[src/rtl/coin_acceptor.sv]
// coin_acceptor: coin-chute front end for the vending machine.
// Synchronises and debounces the four chute sensors, rejects multi-sensor
// events and holds off after each event so one coin yields one code.
// Optional feature: define COIN_COUNT_EN to add the total_cents accumulator.
//
// Handshake: there is none. coin and reject are one-cycle pulses with no
// back-pressure; the consumer must sample them every cycle.
module coin_acceptor #(
    parameter int DEBOUNCE_CYCLES = 4,
    parameter int HOLDOFF_CYCLES  = 8
) (
    input  logic        clk,
    input  logic        reset,
    input  logic [3:0]  sense,
    output logic [4:0]  coin,
    output logic        reject,
    output logic        busy
`ifdef COIN_COUNT_EN
    ,
    output logic [15:0] total_cents
`endif
);

    localparam int CW = (DEBOUNCE_CYCLES > 1) ? $clog2(DEBOUNCE_CYCLES) : 1;
    localparam int HW = (HOLDOFF_CYCLES > 1) ? $clog2(HOLDOFF_CYCLES) : 1;
    localparam logic [CW-1:0] CNT_LAST  = CW'(DEBOUNCE_CYCLES - 1);
    localparam logic [HW-1:0] HCNT_LAST = HW'(HOLDOFF_CYCLES - 1);

    typedef enum logic [2:0] {
        IDLE    = 3'd0,
        QUALIFY = 3'd1,
        EMIT    = 3'd2,
        REJECT  = 3'd3,
        HOLDOFF = 3'd4
    } state_t;

    state_t          state_q, state_d;
    logic [3:0]      s_meta_q, s_sync_q;
    logic [3:0]      pat_q, pat_d;
    logic [CW-1:0]   cnt_q, cnt_d;
    logic [HW-1:0]   hcnt_q, hcnt_d;
    logic [4:0]      coin_q;
    logic            reject_q;
    logic            busy_q;

    // A pattern is accepted only if exactly one sensor is set.
    function automatic logic is_one_hot(input logic [3:0] p);
        return (p != 4'd0) && ((p & (p - 4'd1)) == 4'd0);
    endfunction

    // Two-flop synchroniser for the asynchronous sensor levels.
    always_ff @(posedge clk) begin
        if (!reset) begin
            s_meta_q <= 4'd0;
            s_sync_q <= 4'd0;
        end else begin
            s_meta_q <= sense;
            s_sync_q <= s_meta_q;
        end
    end

    // FSM state, latched pattern and counters.
    always_ff @(posedge clk) begin
        if (!reset) begin
            state_q <= IDLE;
            pat_q   <= 4'd0;
            cnt_q   <= '0;
            hcnt_q  <= '0;
        end else begin
            state_q <= state_d;
            pat_q   <= pat_d;
            cnt_q   <= cnt_d;
            hcnt_q  <= hcnt_d;
        end
    end

    // Next-state logic: qualify a stable pattern, emit or reject, then hold off.
    always_comb begin
        state_d = state_q;
        pat_d   = pat_q;
        cnt_d   = cnt_q;
        hcnt_d  = hcnt_q;
        unique case (state_q)
            IDLE: begin
                if (s_sync_q != 4'd0) begin
                    pat_d   = s_sync_q;
                    cnt_d   = CW'(1);
                    state_d = QUALIFY;
                end
            end
            QUALIFY: begin
                if (s_sync_q != pat_q) begin
                    // Glitch or pattern change: drop it without output.
                    state_d = IDLE;
                end else if (cnt_q == CNT_LAST) begin
                    state_d = is_one_hot(pat_q) ? EMIT : REJECT;
                end else begin
                    cnt_d = cnt_q + CW'(1);
                end
            end
            EMIT, REJECT: begin
                hcnt_d  = '0;
                state_d = HOLDOFF;
            end
            HOLDOFF: begin
                if (s_sync_q != 4'd0) begin
                    // Coin still in the chute or chattering: restart the wait.
                    hcnt_d = '0;
                end else if (hcnt_q == HCNT_LAST) begin
                    state_d = IDLE;
                end else begin
                    hcnt_d = hcnt_q + HW'(1);
                end
            end
            default: state_d = IDLE;
        endcase
    end

    // Registered Moore outputs decoded from the next state.
    always_ff @(posedge clk) begin
        if (!reset) begin
            coin_q   <= 5'd0;
            reject_q <= 1'b0;
            busy_q   <= 1'b0;
        end else begin
            coin_q   <= (state_d == EMIT) ? {1'b0, pat_d} : 5'd0;
            reject_q <= (state_d == REJECT);
            busy_q   <= (state_d != IDLE);
        end
    end

    assign coin   = coin_q;
    assign reject = reject_q;
    assign busy   = busy_q;

`ifdef COIN_COUNT_EN
    logic [15:0] total_q;
    logic [6:0]  coin_value;
    logic [16:0] total_sum;

    // Cent value of the pattern currently being emitted.
    always_comb begin
        coin_value = 7'd0;
        unique case (pat_q)
            4'b0001: coin_value = 7'd25;
            4'b0010: coin_value = 7'd50;
            4'b0100: coin_value = 7'd75;
            4'b1000: coin_value = 7'd100;
            default: coin_value = 7'd0;
        endcase
        total_sum = {1'b0, total_q} + {10'd0, coin_value};
    end

    // Saturating accumulator, updated on the edge that leaves EMIT.
    always_ff @(posedge clk) begin
        if (!reset) begin
            total_q <= 16'd0;
        end else if (state_q == EMIT) begin
            total_q <= total_sum[16] ? 16'hFFFF : total_sum[15:0];
        end
    end

    assign total_cents = total_q;
`endif

endmodule

[config.mk]
export PLATFORM = sky130hd
export DESIGN_NAME = coin_acceptor
export DESIGN_NICKNAME = d
export VERILOG_FILES = /design/src/rtl/coin_acceptor.sv
export SDC_FILE = /design/constraint.sdc
export NUM_CORES = 1
export LEC_CHECK = 0
export CORE_AREA = 2 2 47 49
export CTS_CLUSTER_DIAMETER = 30
export DETAILED_ROUTE_END_ITERATION = 10
export DIE_AREA = 0 0 49 51
export MAX_ROUTING_LAYER = met4
export PLACE_DENSITY = 0.77
export RECOVER_POWER = 100
export SYNTH_ARGS = -nofsm -noshare
export SYNTH_HDL_FRONTEND = slang
export SYNTH_SLANG_ARGS = --single-unit
[constraint.sdc]
create_clock -name clk -period 4.7 [get_ports clk]
set_input_delay 0.94 -clock clk [delete_from_list [all_inputs] [get_ports clk]]
set_output_delay 0.94 -clock clk [all_outputs]
set_load 0.02 [all_outputs]
Word-level counts from Yosys, hierarchy flattened. Index checks and enable logic that the tools add are counted.

Bits in registers: 27. Latch bits: 0. Bits in writable memories: 0. ROM bits: 0. Bits of input ports: 6. Output and inout bits: 7. Memories kept: 0.

Add/subtract/negate cells: 3. Multipliers: 0. Divide/modulo/power cells: 0. Order comparisons: 0. Eq/ne operators: 13. Shifts and indexed selects: 0. Mux-type cells: 16. Bitwise gates (word level): 1. Reduce and logical (&&, ||, !) cells: 12.

Operators by type and width (count): 3-bit 2-to-1 mux (7); 3-bit by 2-bit == test with 1-bit output, second input constant (4); 3-bit case mux with 4 select lines (1); 4-bit 2-to-1 mux (2); 4-bit nonzero test (2); 3-bit == test, second input constant (2); 2-bit 2-to-1 mux (3); 2-bit != test, second input constant (3); 3-bit case mux with 2 select lines (1); 4-bit bitwise AND (1); 4-bit zero test (1); 4-bit != test (1); 2-bit case mux with 2 select lines (1); 2-bit AND reduction (2); 4-bit AND reduction (1); 2-bit nonzero test (2); 4-bit by 1-bit subtractor with 4-bit output, second input constant (1); 3-bit by 1-bit adder with 3-bit output, second input constant (1); 3-bit by 1-bit == test with 1-bit output, second input constant (1); 3-bit zero test (1); 3-bit != test, second input constant (1); 3-bit nonzero test (1); 2-bit by 1-bit adder with 2-bit output, second input constant (1); 2-bit == test, second input constant (1); other kinds (3) (3).

Depth between registers and ports, before layout.
Depth after elaboration: 10. Depth in mapped cells: 5. Mapped depth without buffers: 5.

Least setup slack after synthesis. Ideal clock, no wire load.

Path type: input to register. Start: input reset. End: register coin_q[0], in the netlist coin[0]. Library setup time: 0.122 ns. Arrival time: 1.441 ns. Required time: 4.578 ns. Path slack: 3.137 ns. Stages on the path: 3. Path buffers: 0. Cell sequence: and4_1 and4bb_2 nor2b_1.

Cells in the longest elaborated chain, start to end: 1.

RTL lines: from (decl) (RTL line 13) `input logic reset,`; 2-bit AND reduction (no line); to (signal assigned) (RTL line 126) `coin_q <= (state_d == EMIT) ? {1'b0, pat_d} : 5'd0;`; to (decl) (RTL line 42) `logic [4:0] coin_q;`.

No other way between the ends. A chain may end at the register's enable or synchronous reset.

Worst setup path in the final report.
Start: register coin_q[2], in the netlist coin[2]. End: output coin[2].

RTL lines: to (decl) (RTL line 15) `output logic [4:0] coin,`.

No word-level cell between the ends.

==> impl_metrics.json <==
{
  "worst_hold_path.endpoint": "s_sync_q[1]",
  "synth_area_leader_cell": "dfxtp_1",
  "track_usage_pct": 15.65,
  "n_antenna_cell": 0,
  "max_stage_delay_ps": 670,
  "post-synth-top-area-fraction_pct": 49.46,
  "htree_num_levels": 1,
  "avgSynthCellArea_um2": 10.52,
  "leakage_nw": 0.5022,
  "fin_area_um2": 1222,
  "io_buffers": 11,
  "first_pass_iters": 4,
  "vias": 738,
  "r2r-start": "hcnt_q[0]",
  "status": "finished, final reports clean",
  "worstPathArrival_ps": 1320,
  "wl_met3_um": 61,
  "cp.required_ps": 3760,
  "cp-start-kind": "flop",
  "vdd_drop_max_mv": 0.1739,
  "post_cts_buffers": 0,
  "cp_num_buf_inv": 1,
  "drive_gt1_share_pct": 11.50,
  "wirelength_mm": 1.688,
  "synth_ff_type": "dfxtp_1",
  "synthesis.nets": 109,
  "finalHoldViolations": 0,
  "r2r_cells": 5,
  "clk_pin_slew_ps": 130,
  "grt_overflow": 0,
  "cts_tree": "built",
  "hold_path.class": "reg -> reg",
  "nNetsFinal": 123,
  "grt_max_degree": 15,
  "reg2reg_to": "hcnt_q[0]",
  "die-area_um2": 2499,
  "r2r_slack_ps": 3060,
  "critPathTopFamily": "buffers and inverters",
  "placed_area_um2": 1186,
  "postSynthCellCount": 100,
  "crit_type": "reg -> out",
  "fillers": 176,
  "cts_buffers": 3,
  "synthTopCellsByArea": "dfxtp_1 49%, and2_1 5.9%, ha_1 3.6%, xor2_1 3.3%, nor2_1 3.2%",
  "top_layer": "met4",
  "initialDrtViolationCount": 13,
  "p_per_area_nw_per_um2": 318.8,
  "drc": 0,
  "cp_cell_sequence": "dlygate4sd3_1",
  "clockRootBuffer": "clkbuf_4",
  "start_util_pct": 51.00,
  "gp_congestion": 0.8020,
  "drv_cap": 0,
  "fin_skew_ps": 3.802,
  "ant_nets": 0,
  "mappedNetlistArea_um2": 1052,
  "cp_max_fo": 1,
  "synth_common_cells": "26 x dfxtp_1, 10 x and2_1, 9 x nor2_1",
  "seq_area_frac_synth_pct": 49.46,
  "multi_input_area_um2": 509.2,
  "fin_crit_ps": 2261,
  "end_kind": "primary output",
  "routed_via_density": 5.234,
  "slowest_stage": "dlygate4sd3_1",
  "clock_latency_ps": 320,
  "core_um2": 2063,
  "num_rows": 17,
  "min_from": "s_meta_q[1]",
  "timing.setup.tns_ps": 0,
  "chipWidth_um": 49,
  "cts_hold_buf": 0,
  "period_share_pct": 48.10,
  "grt_pass1_wl_mm": 2.829,
  "async_reset_ff_share_pct": 0,
  "finalSetupViolations": 0,
  "grt_setup_unrepaired": "no",
  "post-synth-top-count-cell": "dfxtp_1",
  "cts_num_sinks": 26,
  "slew_violations": 0,
  "max_freq_mhz": 442.4,
  "cts.repair.resized": 0,
  "wl_met2_um": 810,
  "wl_met1_um": 781,
  "seq_area_um2": 520.5,
  "hold_path_depth": 1,
  "ys_ff_latch": 26,
  "ys_types": 38,
  "ios": 13,
  "antenna_found_initial": 0,
  "syn2layout_area_growth_pct": 16.17,
  "fp.dieH_um": 51,
  "synth_enable_flop_cells": 0,
  "grt_pass1_vias": 672,
  "post-dp-hpwl_mm": 1.248,
  "yosysWarnings": 0,
  "cts_buffer_depth": 2,
  "routedWlPerCell_um": 11.97
}
==> per-layer routing <==
layer  global-route usage, %  vias up
met5                       -        -
met4                   10.00        0
met3                   1.754        4
met2                   26.71       19
met1                   17.69      338
li1                        -      377
==> through the flow <==
stage	power (W)	setup WS [ps]	hold slack (ps)	cells	utilization [%]
after floorplan	0.0002713	3137	411.9	100	-
after global placement	0.0002829	2374	417.7	137	57.49
after detailed placement	0.0002841	2331	419.5	137	57.49
after CTS	0.0003952	2485	451.0	141	59.25
after global routing	0.0004077	2363	458.1	141	59.25
final	0.0003898	2439	448.9	141	59.25
==> sequential cells by signal (all words and copies together), names as in the netlist, 2 cells and up <==
| name | flops |
|---|---|
| s_meta_q | 4 |
| state_q | 3 |
| coin | 4 |
| pat_q | 4 |
| s_sync_q | 4 |
| cnt_q | 2 |
| hcnt_q | 3 |
==> area by class of cell <==
type / instances / area share (%)
clock buffers: 4 / 2.968
inverters: 3 / 0.9212
multi-input cells: 69 / 41.66
flip-flops and latches: 26 / 42.58
well taps: 28 / 2.866
repair buffers: 11 / 9.007
==> power breakdown <==
group | total [W] | internal, W | switching (W)
Combinational | 0.0000420 | 0.0000207 | 0.0000213
Sequential | 0.000237 | 0.000229 | 0.00000777
Clock | 0.000111 | 0.0000475 | 0.0000637
==> cells in the final DEF, fill, tap and decap left out, drive strengths merged, types with 3 or more instances in the layout <==
master and count:
dfxtp 26, and2 12, nor2 9, dlygate4sd3 7, nor2b 5, a22oi 4, xor2 4, clkdlybuf4s50 4
clkbuf 4, ha 3
==> logic make-up after synthesis <==
group,Yosys count,synth area share [%]
fa+ha+maj,3,3.568
buf+inv,5,2.140
simple gates,46,29.61
mux,1,0.9513
xor+xnor,5,4.162
other cells,1,0.3564
compound gates,13,9.751
flops,26,49.46
==> how the worst max path moves through the flow <==
stage | startpoint | to | slack (ps) | cells past startpoint
after global routing | coin[2] | coin[2] | 2360 | 1
after CTS | coin[2] | coin[2] | 2490 | 1
after floorplan | reset | coin[0] | 3140 | 3
final | coin[2] | coin[2] | 2440 | 1
after detailed placement | reset | coin[3] | 2330 | 4
after global placement | reset | coin[0] | 2370 | 4
(Power assumes the default switching activity.)
